**config.mk**
```make
export PLATFORM = sky130hd
export DESIGN_NAME = mux_select_arbiter
export DESIGN_NICKNAME = d
export VERILOG_FILES = /design/src/rtl/mux_select_arbiter.sv
export SDC_FILE = /design/constraint.sdc
export NUM_CORES = 1
export LEC_CHECK = 0
export ABC_AREA = 1
export CORE_ASPECT_RATIO = 1.1
export CORE_MARGIN = 1.5
export CORE_UTILIZATION = 35
export DETAILED_ROUTE_END_ITERATION = 7
export GPL_TIMING_DRIVEN = 1
export PLACE_DENSITY = 0.62
export SYNTH_ARGS = -nofsm -noshare
export SYNTH_HDL_FRONTEND = slang
export SYNTH_SLANG_ARGS = --single-unit
```
**constraint.sdc**
```tcl
create_clock -name clk -period 1.73 [get_ports clk]
set_input_delay 0.173 -clock clk [delete_from_list [all_inputs] [get_ports clk]]
set_output_delay 0.173 -clock clk [all_outputs]
set_load 0.005 [all_outputs]
```
**src/rtl/mux_select_arbiter.sv**
```systemverilog
// Round-robin arbiter driving the dual-rail select channel of a 2-input PCHB mux; holds the grant for a packet or burst.
// Latency: 1 cycle from IDLE decision to token; sel_e is seen 2 cycles late through the synchronizer.
// Backpressure: a token is held until sel_e_s falls, and the next token waits for sel_e_s to rise. sel_r returns to 00 between tokens.
//
// Ports:
//   clk          rising-edge system clock
//   reset        asynchronous active-high reset (shared with the mux)
//   req[1:0]     req[i]=1: input i has a flit waiting for mux port i
//   tail[1:0]    tail[i]=1: the waiting flit on input i ends its packet
//   sel_r[1:0]   dual-rail select token: 01 = port 0, 10 = port 1, 00 = neutral
//   sel_e        mux select-channel enable (asynchronous): 1 = ready, 0 = token consumed
//   grant[1:0]   one-hot current packet owner, 00 when idle
//   busy         high in any state other than IDLE
//   tok_cnt      tokens issued in the current grant
//   err_timeout  sticky; set when a token sits unconsumed for TIMEOUT cycles
module mux_select_arbiter #(
   parameter int MAX_BURST = 16,
   parameter int CNT_W     = 5,
   parameter int TIMEOUT   = 255
) (
   input  logic             clk,
   input  logic             reset,
   input  logic [1:0]       req,
   input  logic [1:0]       tail,
   output logic [1:0]       sel_r,
   input  logic             sel_e,
   output logic [1:0]       grant,
   output logic             busy,
   output logic [CNT_W-1:0] tok_cnt,
   output logic             err_timeout
);

   // The timer must be able to hold TIMEOUT. It keeps a 1-bit width when the check is disabled.
   localparam int TMR_W = (TIMEOUT < 2) ? 1 : $clog2(TIMEOUT + 1);

   localparam logic [CNT_W-1:0] BURST_LIM = CNT_W'(MAX_BURST);
   localparam logic [CNT_W-1:0] CNT_ONE   = CNT_W'(1);
   localparam logic [TMR_W-1:0] TMR_LIM   = TMR_W'(TIMEOUT);
   localparam logic [TMR_W-1:0] TMR_ONE   = TMR_W'(1);

   typedef enum logic [1:0] {
      IDLE = 2'd0,
      SEND = 2'd1,
      RTZ  = 2'd2
   } state_t;

   state_t           state, state_nxt;
   logic             sel_e_m, sel_e_s;
   logic             win, win_nxt;
   logic             last_ptr, last_ptr_nxt;
   logic             rel, rel_nxt;
   logic [1:0]       sel_nxt, grant_nxt;
   logic             busy_nxt, err_nxt;
   logic [CNT_W-1:0] tok_nxt, tok_inc;
   logic [TMR_W-1:0] tmr, tmr_nxt, tmr_inc;
   logic             arb_win;

   function automatic logic [1:0] onehot(input logic p);
      return p ? 2'b10 : 2'b01;
   endfunction

   // Two-flop synchronizer for the asynchronous enable.
   // The rest of the design uses only sel_e_s.
   always_ff @(posedge clk or posedge reset) begin
      if (reset) begin
         sel_e_m <= 1'b0;
         sel_e_s <= 1'b0;
      end else begin
         sel_e_m <= sel_e;
         sel_e_s <= sel_e_m;
      end
   end

   // A single requester wins outright. On a tie, the port that did not own the last packet wins.
   always_comb begin
      arb_win = (req == 2'b11) ? ~last_ptr : req[1];
      tok_inc = tok_cnt + CNT_ONE;
      tmr_inc = tmr + TMR_ONE;
   end

   always_comb begin
      state_nxt    = state;
      sel_nxt      = sel_r;
      grant_nxt    = grant;
      tok_nxt      = tok_cnt;
      win_nxt      = win;
      last_ptr_nxt = last_ptr;
      rel_nxt      = rel;
      tmr_nxt      = tmr;
      err_nxt      = err_timeout;

      case (state)
         IDLE: begin
            sel_nxt = 2'b00;
            if ((req != 2'b00) && sel_e_s) begin
               win_nxt   = arb_win;
               grant_nxt = onehot(arb_win);
               sel_nxt   = onehot(arb_win);
               tok_nxt   = '0;
               tmr_nxt   = '0;
               state_nxt = SEND;
            end
         end

         SEND: begin
            // The stall timer saturates, so the error stays raised and the timer cannot wrap.
            if (TIMEOUT != 0) begin
               if (tmr != TMR_LIM) tmr_nxt = tmr_inc;
               if (tmr_inc == TMR_LIM) err_nxt = 1'b1;
            end
            // A token stays up even if req drops, because a token cannot be withdrawn.
            // The release decision is captured here and acted on in RTZ.
            if (!sel_e_s) begin
               sel_nxt   = 2'b00;
               tok_nxt   = (tok_cnt == BURST_LIM) ? tok_cnt : tok_inc;
               rel_nxt   = tail[win] | (tok_inc == BURST_LIM);
               state_nxt = RTZ;
            end
         end

         RTZ: begin
            if (sel_e_s) begin
               if (rel | ~req[win]) begin
                  grant_nxt    = 2'b00;
                  last_ptr_nxt = win;
                  state_nxt    = IDLE;
               end else begin
                  sel_nxt   = onehot(win);
                  tmr_nxt   = '0;
                  state_nxt = SEND;
               end
            end
         end

         default: begin
            sel_nxt   = 2'b00;
            grant_nxt = 2'b00;
            state_nxt = IDLE;
         end
      endcase

      busy_nxt = (state_nxt != IDLE);
   end

   always_ff @(posedge clk or posedge reset) begin
      if (reset) begin
         state       <= IDLE;
         sel_r       <= 2'b00;
         grant       <= 2'b00;
         busy        <= 1'b0;
         tok_cnt     <= '0;
         err_timeout <= 1'b0;
         last_ptr    <= 1'b1;
         win         <= 1'b0;
         rel         <= 1'b0;
         tmr         <= '0;
      end else begin
         state       <= state_nxt;
         sel_r       <= sel_nxt;
         grant       <= grant_nxt;
         busy        <= busy_nxt;
         tok_cnt     <= tok_nxt;
         err_timeout <= err_nxt;
         last_ptr    <= last_ptr_nxt;
         win         <= win_nxt;
         rel         <= rel_nxt;
         tmr         <= tmr_nxt;
      end
   end

endmodule

```
# == Yosys cells after proc, flatten, opt, wreduce, memory -nomap -nowiden ==
# Index checks and enable logic that the tools add are counted.
# W data, S select, Z words.
# word_totals
latchBits,0
n_memories,0
romBits,0
register_bits,26
mem_bits_rw,0
in_bits,7
# classes
n_div,0
n_mul,0
magnitude_cmp,1
addsub,2
bitwise,6
n_reduce_logical,14
mux,30
n_shift,0
n_eq_ne,14
# ops
cell,n
$mux W8,4
$mux W2,12
$pmux W8 S3,1
$pmux W2 S3,3
$mux W5,3
$ne A2 B2 Y1 const B,7
$eq A5 B5 Y1 const B,2
$pmux W5 S2,1
$add A8 B1 Y8 const B,1
$eq A8 B8 Y1 const B,1
$ne A8 B8 Y1 const B,1
$reduce_and A4 Y1,2
$mux W1,6
$reduce_and A2 Y1,3
$reduce_and A3 Y1,2
$reduce_bool A2 Y1,3
$add A5 B1 Y5 const B,1
$reduce_and A5 Y1,1
$eq A2 B2 Y1 const B,2
$not A1 Y1,4
$reduce_bool A3 Y1,1
$eq A2 B1 Y1 const B,1
$logic_not A2 Y1,1
$lt A1 B2 Y1 const B,1
2 further kinds,3

# == Logic depth before layout (Yosys ltp) ==
# logic_depth
depth_word,8
mapped_depth,9

# == Worst setup path before layout ==
# No wires, ideal clock.
# synth_path
path_kind,register -> register
startpoint,reg tmr[0]
endpoint,reg tmr[2]
path_stages_with_launch,9
path_slack_ns,0.373
arrival_time_ns,1.238
n_path_buf,1
period_less_slack_ns,1.357
path_cell_list,dfrtp_1 > ha_1 > nand2_1 > nor2_1 > nand3_1 > nand3_2 > buf_8 > nand2_2 > o21ai_2
# synth_between
elab_chain_len,3
word_cells_on_any_way,6
classes_between,add/sub (1); eq/ne (2); mux (2); reduce/logical (1)
# synth_lines
element,line_no,rtl
start: declaration,55,"logic [TMR_W-1:0] tmr, tmr_nxt, tmr_inc;"
start signal: assignment,167,tmr <= tmr_nxt;
$add A8 B1 Y8 or $ne A8 B8 Y1 (tied branches),"78, 108",
$mux W8 or $ne A2 B2 Y1 (tied branches),-,
$pmux W8 S3 or $reduce_and A5 Y1 (tied branches),-,
# Parallel ways exist; a longest one is shown, timed or not. The select of a mux whose other input is x is not followed.
# A chain may end at the register's enable or synchronous reset.

# == Final worst setup path ==
# layout_path
startpoint,reg tok_cnt[2]
endpoint,out tok_cnt[2]
# layout_rtl
element,line_no,rtl
start: declaration,29,"output logic [CNT_W-1:0] tok_cnt,"
start signal: assignment,162,tok_cnt <= tok_nxt;
# No word-level cell between the ends.

==> results.toml <==
[setup_path]
cp_num_buf_inv = 1
critical_path_class = "flip-flop to output port"
cp.arrival_ns = 1.28
crit_chain = "clkdlybuf4s50_1"
slowest_stage = "clkdlybuf4s50_1"
critPathTopFamily = "buffers and inverters"
cp_max_fo = 6
cp.required_ns = 1.56
startpoint_type = "flip-flop"
critPathCaptureType = "output port"
slowest_delay_ns = 0.54

[place]
gp_congestion = 0.844
hpwl_microns = 2150
port_buffers = 17

[clock_network]
path_clk_slew_ns = 0.10
cts_sinks = 26
clock_latency_ns = 0.28
cts_tree = "done"
cts-root-buf = "clkbuf_8"
ctsResizeCount = 0
clockBufferDepth = 2
postCtsHoldBufs = 0
cts_setup_buffers = 0
numCtsBuffers = 3
htree_levels = 1

[global_routing]
grt_pass1_vias = 1132
grt_max_degree = 27
antenna_found_initial = 0
grt_pass1_wl_microns = 5020
grt-ovfl-total = 0
grt_usage_pct = 14.0

[final_layout]
area_growth_syn_to_layout_pct = 22.5
final_common_cell = "nand2_1"
antenna_cells = 0
final_cell_mix = "nand2_1 (59), dfrtp_1 (25), inv_1 (24)"
drive_gt1_share_pct = 16.6
nets = 229

[drt]
drc = 0
drtPass1Iterations = 4
drtIter0Drc = 49
vias_per_cell = 4.55
vias = 1224
ant_nets = 0
wl_per_cell_microns = 10.6
wirelength_microns = 2850

[yosys]
synth_nets = 204
synth_top_area_share_pct = 41.7
synth_cell_type_count = 27
syn_area_per_cell_sq_um = 7.77
netlist_area_sq_um = 1500
yosys_warnings = 0
synth_area_leader_cell = "dfrtp_1"
netlist_top_cells_area = "dfrtp_1 (42%), nand2_1 (15%), o21ai_2 (6.4%), inv_1 (6.0%), nand3_1 (5.3%)"
ys_seq_area_share_pct = 43.5
ys_ff_latch = 26
synth_cells = 193

[sta]
setup-violations-final = 0
finalClockSkew_ns = 0.00327
finalCritPeriodShare_pct = 83.7
rsz0062_at_grt = "no"
maxSlewViolCount = 0
finalHoldViolCount = 0
worst_pin_slew_ns = 0.331
fin_tns_setup_ns = 0
slew_headroom_pct = 77.9
period_minus_slack_ns = 1.45
timing.fmax_ghz = 0.690

[status]
status = "complete, no violations"

[run]
max_cap_violations = 0

[power_and_ir_drop]
leakage_nw = 0.881
ir_drop_uv = 670
fin_total_pwr_mw = 2.52
power_density_nw_per_um2 = 1370

[floorplanning]
die_area_sq_um = 4680
die_y_microns = 71.6
io_pins = 18
std_cell_rows = 24
die_x_microns = 65.4
core_sq_um = 4020
initial_core_util_pct = 37.3

[hold_path]
worstHoldPathType = "input pin to asynchronous set/reset pin"
final cells by class:
class	instances	area, sq um
Multi-Input combinational cell	138	726
Fill cell	416	2190
Inverter	27	101
Clock inverter	1	30.0
Sequential cell	26	652
Timing Repair Buffer	22	220
Clock buffer	3	41.3
Tap cell	52	65.1
power breakdown:
part           internal (mW)  switching [mW]  total (mW)
clock network          0.310           0.210       0.520
logic                  0.463           0.626        1.09
registers              0.773           0.141       0.914
cells by family after synthesis:
group	Yosys count	share of synthesized area [%]
compound gates	25	11.6
fa+ha+maj	4	3.34
xor+xnor	3	1.75
simple gates	106	31.7
flops	26	43.5
buf+inv	29	8.10
synth_stat cells:
library cell / n
nand2_1: 59
o21bai_1: 1
nor2_2: 1
nand2_2: 8
nand3b_1: 1
or2_1: 1
o21ai_0: 7
dfrtp_1: 25
nand3_1: 16
o21ai_2: 11
o21ai_1: 1
inv_1: 24
buf_2: 1
a21boi_0: 1
inv_2: 3
a21oi_1: 3
nand2_4: 1
o31ai_1: 1
or2_2: 1
dfstp_2: 1
and2_1: 1
xor2_1: 3
ha_1: 4
nor2_1: 12
nand4_1: 4
nand3_2: 1
buf_8: 1
metrics by stage:
| stage | instance area, sq um | setup slack, ns | util, % | cells | hold WS [ns] |
|---|---|---|---|---|---|
| floorplan | 1500 | 0.373 | - | 193 | 0.204 |
| global placement | 1760 | 0.217 | 43.8 | 265 | 0.336 |
| detailed placement | 1760 | 0.189 | 43.8 | 265 | 0.335 |
| CTS | 1840 | 0.265 | 45.6 | 269 | 0.264 |
| global route | 1840 | 0.148 | 45.6 | 269 | 0.279 |
| finish | 1840 | 0.281 | 45.6 | 269 | 0.241 |
per-layer routing:
layer  GRT usage (%)  vias to the layer above  wire length, microns
li1                -                      658                     -
met3            3.30                        2                   110
met1            19.1                      543                  1400
met2            21.9                       21                  1310
met5               0                        -                     0
met4            4.86                        0                    29
final timing paths:
path,from,to,slack [ns],cells after the start
worst max-delay path,tok_cnt[2],tok_cnt[2],0.28,1
worst min-delay path,reset,tmr[4],0.24,3
worst max register to register,tmr[0],err_timeout,0.30,9
worst min register to register,sel_e_m,sel_e_s,0.36,0
max in group asynchronous,reset,last_ptr,1.20,3
min in group clk,sel_e,sel_e_m,0.33,1
registers in the layout, summed over array words and instances (netlist names), 2 cells and up:
| signal | flops |
|---|---|
| tmr | 8 |
| state | 2 |
| tok_cnt | 5 |
| grant | 2 |
| sel_r | 2 |
(Power assumes the default switching activity.)
